`src/rtl/tinker_fetch_queue.sv`:
```
// tinker_fetch_queue: sequential 32-bit instruction fetch feeding an in-order {word, pc} queue toward decode.
// Latency: a response accepted in cycle N is presented on instValid in cycle N+1; there is no bypass path.
// Backpressure: requests are credit-limited so queued + in-flight never exceeds DEPTH; redirect flushes and restarts.
// Ports: clk, reset (async active-low); memReqValid/memReqReady/memReqAddr request channel;
//        memRespValid/memRespData in-order responses; instValid/instReady/instWord/instPc head of queue;
//        redirectValid/redirectPc flush and restart fetch at a new word-aligned PC.
module tinker_fetch_queue #(
   parameter int          DEPTH    = 4,
   parameter logic [31:0] RESET_PC = 32'h0000_2000
) (
   input  logic        clk,
   input  logic        reset,
   output logic        memReqValid,
   input  logic        memReqReady,
   output logic [31:0] memReqAddr,
   input  logic        memRespValid,
   input  logic [31:0] memRespData,
   output logic        instValid,
   input  logic        instReady,
   output logic [31:0] instWord,
   output logic [31:0] instPc,
   input  logic        redirectValid,
   input  logic [31:0] redirectPc
);
   localparam int          PW        = $clog2(DEPTH);
   localparam int          CW        = PW + 1;
   localparam logic [CW:0] DEPTH_EXT = (CW + 1)'(DEPTH);

   logic [31:0]   fetch_pc;
   logic [31:0]   resp_pc;
   logic [31:0]   q_word [DEPTH];
   logic [31:0]   q_pc   [DEPTH];
   logic [PW-1:0] head;
   logic [PW-1:0] tail;
   logic [CW-1:0] occupancy;
   logic [CW-1:0] in_flight;
   logic [CW-1:0] drop_count;

   logic          req_fire;
   logic          resp_take;
   logic          push;
   logic          pop;
   logic [31:0]   redirect_pc_aligned;
   logic          redirect_low_unused;

   // Low two bits of the redirect target are forced to zero.
   assign redirect_pc_aligned = {redirectPc[31:2], 2'b00};
   assign redirect_low_unused = ^redirectPc[1:0];

   // Credit check is done one bit wider so occupancy + in_flight cannot wrap.
   // Gated by reset so no request is offered while reset is held.
   assign memReqValid = reset && !redirectValid &&
                        (({1'b0, occupancy} + {1'b0, in_flight}) < DEPTH_EXT);
   assign memReqAddr  = fetch_pc;

   assign instValid   = reset && !redirectValid && (occupancy != '0);
   assign instWord    = q_word[head];
   assign instPc      = q_pc[head];

   assign req_fire    = memReqValid && memReqReady;
   // A response with nothing outstanding is a protocol violation and is ignored.
   assign resp_take   = memRespValid && (in_flight != '0);
   assign push        = resp_take && !redirectValid && (drop_count == '0);
   assign pop         = instValid && instReady;

   always_ff @(posedge clk or negedge reset) begin
      if (!reset) begin
         fetch_pc   <= RESET_PC;
         resp_pc    <= RESET_PC;
         head       <= '0;
         tail       <= '0;
         occupancy  <= '0;
         in_flight  <= '0;
         drop_count <= '0;
         for (int i = 0; i < DEPTH; i++) begin
            q_word[i] <= '0;
            q_pc[i]   <= '0;
         end
      end else if (redirectValid) begin
         // Flush: everything still outstanding after this cycle's response is stale.
         fetch_pc   <= redirect_pc_aligned;
         resp_pc    <= redirect_pc_aligned;
         head       <= '0;
         tail       <= '0;
         occupancy  <= '0;
         in_flight  <= in_flight - CW'(resp_take);
         drop_count <= in_flight - CW'(resp_take);
      end else begin
         if (req_fire) begin
            fetch_pc <= fetch_pc + 32'd4;
         end
         in_flight <= in_flight + CW'(req_fire) - CW'(resp_take);
         if (resp_take && (drop_count != '0)) begin
            drop_count <= drop_count - CW'(1);
         end
         if (push) begin
            q_word[tail] <= memRespData;
            q_pc[tail]   <= resp_pc;
            tail         <= tail + PW'(1);
            resp_pc      <= resp_pc + 32'd4;
         end
         if (pop) begin
            head <= head + PW'(1);
         end
         occupancy <= occupancy + CW'(push) - CW'(pop);
      end
   end

endmodule

```
`config.mk`:
```
export PLATFORM = sky130hd
export DESIGN_NAME = tinker_fetch_queue
export DESIGN_NICKNAME = d
export VERILOG_FILES = /design/src/rtl/tinker_fetch_queue.sv
export SDC_FILE = /design/constraint.sdc
export NUM_CORES = 1
export LEC_CHECK = 0
export ABC_AREA = 1
export CAP_MARGIN = 20
export CORE_ASPECT_RATIO = 0.9
export CORE_MARGIN = 2
export CORE_UTILIZATION = 52
export DETAILED_ROUTE_END_ITERATION = 8
export GPL_ROUTABILITY_DRIVEN = 0
export PLACE_DENSITY_LB_ADDON = 0.12
export SLEW_MARGIN = 20
export SYNTH_ARGS = -nofsm -noshare
export SYNTH_HDL_FRONTEND = slang
export SYNTH_SLANG_ARGS = --single-unit
```
`constraint.sdc`:
```
create_clock -name clk -period 2.5 [get_ports clk]
set_input_delay 0.5 -clock clk [delete_from_list [all_inputs] [get_ports clk]]
set_output_delay 0.5 -clock clk [all_outputs]
set_load 0.1 [all_outputs]
```
Yosys cells after proc, flatten, opt, wreduce, memory -nomap -nowiden. Cells that the tools add are included.

Register bits after elaboration: 333. Input bits: 70. Logic and storage cells: 75.

Reduce and logical (&&, ||, !) cells: 20. Bitwise gates (word level): 3. Magnitude comparators: 4. Mux-type cells: 22. Add/subtract/negate cells: 11.

Operators with widths (number): 2-to-1 mux 32 bit (9); bitwise mux 128 bit (2); binary-select mux 32 bit (select 2 bit) (2); adder 32 x 3 -> 32 bit (second input constant) (2); demux 32 bit (select 2 bit) (1); 2-to-1 mux 3 bit (4); logical AND 1 bit (10); nonzero test 3 bit (3); subtractor 3 x 1 -> 3 bit (3); 2-to-1 mux 2 bit (4); nonzero test 2 bit (4); adder 3 x 1 -> 3 bit (2); greater-or-equal comparator 3 bit (second input constant) (2); inverter 2 -> 3 bit (2); adder 2 x 1 -> 2 bit (second input constant) (2); adder 3 x 3 -> 4 bit (1); less-than comparator 4 x 3 -> 1 bit (second input constant) (1); logical NOT 3 bit (1); less-than comparator 3 x 1 -> 1 bit (second input constant) (1); subtractor 3 x 1 -> 3 bit (second input constant) (1); AND reduction 2 bit (1); logical NOT 1 bit (1); inverter 1 bit (1).

Longest topological paths before layout.
Word-level depth: 7. Mapped depth: 14.

Worst setup path after synthesis. OpenSTA, ideal clock, no wires.

Path kind: register to register. From: reg occupancy[1]. To: reg in_flight[2]. Stages on the path, launching flop included: 15. Path slack: -1.738 ns. Path buffers: 1. Arrival time: 4.113 ns. Cells stage by stage: dfrtp_1 ha_1 nand3_1 nand2_1 nor2_1 nand2_1 clkbuf_1 ha_1 inv_1 ha_1 fa_1 xor2_1 or2_2 nand3_1 nand2_1.

Longest elaborated chain between the ends: 7.

Ends and longest elaborated chain: from (decl) (line 35) `logic [CW-1:0] occupancy;`; from (signal assigned) (line 105) `occupancy <= occupancy + CW'(push) - CW'(pop);`; adder 3 x 3 -> 4 bit (line 53) `(({1'b0, occupancy} + {1'b0, in_flight}) < DEPTH_EXT);`; less-than comparator 4 x 3 -> 1 bit (line 53); logical AND 1 bit (line 52) `assign memReqValid = reset && !redirectValid &&`; via memReqValid (line 13) `output logic memReqValid,`; logical AND 1 bit (line 60) `assign req_fire = memReqValid && memReqReady;`; adder 3 x 1 -> 3 bit (line 92) `in_flight <= in_flight + CW'(req_fire) - CW'(resp_take);`; subtractor 3 x 1 -> 3 bit (line 92); 2-to-1 mux 3 bit (line 79) `end else if (redirectValid) begin`; to (signal assigned) (line 86) `in_flight <= in_flight - CW'(resp_take);`; to (signal assigned) (line 92); to (decl) (line 36) `logic [CW-1:0] in_flight;`.

The timed path passes the listed nets, and every way through them passes these cells. A chain may end at the register's enable or synchronous reset.

Worst setup path after layout.
From: reg head[0]. To: out instPc[10].

Longest elaborated chain between the ends: 4.

Ends and longest elaborated chain: from (decl) (line 33) `logic [PW-1:0] head;`; from (signal assigned) (line 103) `head <= head + PW'(1);`; inverter 2 -> 3 bit (implied by the code) (line 58) `assign instPc = q_pc[head];`; binary-select mux 32 bit (select 2 bit) (line 58); 2-to-1 mux 32 bit (implied by the code) (2 in series) (line 58); to (decl) (line 21) `output logic [31:0] instPc,`.

No other way between the ends. The select of a mux whose other input is x is not followed.

==> results.md <==
* DRT antenna net count at 0
* Dpl hpwl at 27000 um
* R2r endpoint: in_flight[2]$_DFF_PN0_
* Crit path cell chain: clkinv_8 -> buf_16 -> nor2_1 -> o22ai_2 -> buf_12
* CTS tree: yes
* DIE AREA at 31500 um2
* Total grt overflow at 0
* Inserted Diodes at 0
* CP Launch Point: head[0]$_DFFE_PN0P_
* Via count at 13900
* Peak supply drop at 0.799 mV
* Slowest stage cell, crit path: dfrtp_4
* Worst Path Arrival at 1.99 ns
* Nets at 2167
* 1st-iter DRT viols at 1368
* FF-to-FF path depth at 13
* Syn Inst Count at 1929
* Filler Cell Count at 2393
* Vias in the first global route at 13200
* Cell area after synthesis at 15600 um2
* Final Hold Viols at 0
* Slew Viols, Final at 0
* R2R Path Start: in_flight[2]$_DFF_PN0_
* Sink Count at 321
* Top cells by area, synth: dfrtp_1, nand2_1, o21ai_1, o21ai_0, nor2_1
* Worst Clk Skew at 0.0105 ns
* Final worst-path cycle share at 0.996
* Drt drc at 0
* Root Buffer: clkbuf_16
* Status: finished clean
* DR WL/cell at 17.0 um
* H-tree Lvls at 2
* Tot Pwr at 23.7 mW
* Synth cell types at 39
* Layout cells sized above 1 at 0.154
* Rows at 60
* Crit path largest cell delay at 0.58 ns
* Die Span X at 187 um
* Global Route Usage Sum at 0.265
* First-pass GRT wire length at 68300 um
* Lkg Pwr at 9.60 nW
* R2r setup slk at 0.08 ns
* Synth area leader: dfrtp_1
* RSZ-0062 raised after global routing: yes
* FMAX at 402 MHz
* Core box area at 29700 um2
* Layout area overhead at 29.3%
* Slew HR at 0.435
* Die height at 168 um
* Bufs and invs on worst path at 3
* Critical Path Source Type: register
* TNS Setup at 0 ns
* CP endpoint kind: output port
* I/O Buffers at 161
* First-pass detailed-route iteration total at 5
* Max-Cap Viols at 0
* WL final at 42500 um
* Setup Viol. Count Final at 0
* DR vias/cell at 5.54
* Largest net degree at the start of global routing at 132
* Initial Util at 0.526
* Initial antenna violation count at 0
* Sequential share of the synthesized area at 0.514
* Cts bufs inserted at 36
* Reg clk slew, reported paths at 0.06 ns
* CP Class: register to output port
* Final min period at 2.49 ns
* Crit path max-delay family: flip-flops
* Syn Area/Cell at 8.10 um2
* PwrDens at 1170 nW/um2
* FF+latch count, synth at 321
* Worst-Skew Late Latency at 0.51 ns
* Crit-path max FO at 37
* Yosys top cell area share at 0.511
* Max clock buf depth at 3
* Worst-Margin Slew at 0.848 ns
* Required time of the worst setup path at 2.00 ns
* Ys Warns at 0
* Worst Hold Class: input port to asynchronous set/reset pin
* I/O pins at 168
-- logic make-up after synthesis --
group / count (synthesis) / share of synthesized area
simple gates: 784 / 0.199
compound gates: 516 / 0.177
flops: 321 / 0.514
buf+inv: 259 / 0.0783
xor+xnor: 30 / 0.0168
fa+ha+maj: 18 / 0.0154
other cells: 1 / 0.000240
-- worst reg2reg max path, cell delays in order (launching register included) --
cell and delay, ns:
dfrtp_1 0.38, ha_1 0.30, nor2_2 0.12, nand2_2 0.07, nor2_4 0.09, nand2_2 0.08
ha_4 0.27, inv_2 0.04, ha_4 0.15, fa_2 0.35, xor2_2 0.16, or2_4 0.23
nand3_2 0.05, nand2_1 0.04
-- final cells by class --
class	count	area [um2]	area share
tap	403	504	0.0250
sequential	321	8040	0.398
clock inverter	15	185	0.00916
inverter	147	569	0.0282
clock buffer	48	1020	0.0503
timing repair buffer	221	3030	0.150
multi-input combinational	1352	6860	0.339
-- layer usage --
layer  track usage  share of wire  up-vias
met2         0.424           0.47      512
met5             0              0        -
li1              -              -     6625
met3        0.0382          0.068       73
met1         0.381           0.44     6677
met4        0.0749          0.020        0
-- through the flow --
step | setup WS, ns | area (um2) | hold WS, ns | util | instances
3_5_place_dp | -0.275 | 18800 | 0.303 | 0.631 | 2436
6_report | 0.0109 | 20200 | 0.0877 | 0.680 | 2507
3_3_place_gp | -0.245 | 18800 | 0.301 | 0.631 | 2436
4_1_cts | -0.0406 | 20100 | 0.447 | 0.675 | 2503
2_1_floorplan | -0.587 | 16100 | 0.204 | - | 1932
5_1_grt | -0.0550 | 20200 | 0.0874 | 0.680 | 2507
-- synth_stat cells (all sizes together) --
| cell type | count |
|---|---|
| clkinv | 2 |
| ha | 16 |
| fa | 2 |
| o22ai | 62 |
| inv | 145 |
| a21oi | 11 |
| a31oi | 2 |
| xnor2 | 3 |
| nor2 | 206 |
| o21bai | 1 |
| conb | 1 |
| buf | 59 |
| and2 | 2 |
| nand3b | 1 |
| o211ai | 20 |
| nor3 | 8 |
| xor2 | 27 |
| nand2 | 504 |
| o21ai | 419 |
| or2 | 3 |
| nand4 | 8 |
| o221ai | 1 |
| clkbuf | 53 |
| nand3 | 52 |
| dfstp | 2 |
| dfrtp | 319 |
-- state kept, by name, indices dropped and copies added, names as in the netlist --
name	flops
drop_count	3
head	2
in_flight	3
memReqAddr	30
occupancy	3
q_pc	120
q_word	128
resp_pc	30
tail	2
-- report_power, final --
part,switching (mW),leakage (nW),total (mW),internal [mW]
Sequential,0.789,4.25,7.18,6.39
Combinational,7.31,4.76,11.1,3.76
Clock,2.12,0.596,5.40,3.28
-- cell usage in the layout, fill, tap and decap left out, types with 61 or more instances in the layout --
cell / Yosys / routed
clkdlybuf4s50_1: 0 / 66
nor2_1: 201 / 195
inv_1: 140 / 139
o21ai_1: 234 / 283
dfrtp_1: 319 / 317
buf_12: 0 / 83
buf_4: 4 / 61
o22ai_2: 0 / 62
o21ai_0: 177 / 128
nand2_1: 499 / 496
-- what timing repair did --
| item | 4_1_cts | 5_1_grt |
|---|---|---|
| resized for setup | 4 | 66 |
| gates cloned | 2 | 3 |
| pin swaps | 0 | 21 |
| hold buffers | 1 | 0 |
| hold endpoints to repair | 7 | 0 |
| setup endpoints to repair | 47 | 162 |
| buffers inserted | 1 | 1 |
-- worst max-delay path by stage --
stage                                   endpoint  cells past startpoint
final                                 instPc[10]                      5
after floorplan           in_flight[2]$_DFF_PN0_                     14
after global placement    in_flight[2]$_DFF_PN0_                     13
after detailed placement  in_flight[2]$_DFF_PN0_                     13
after CTS                           instWord[15]                      4
after global routing      in_flight[2]$_DFF_PN0_                     13
Note: power is estimated with default switching activity, not from simulation.
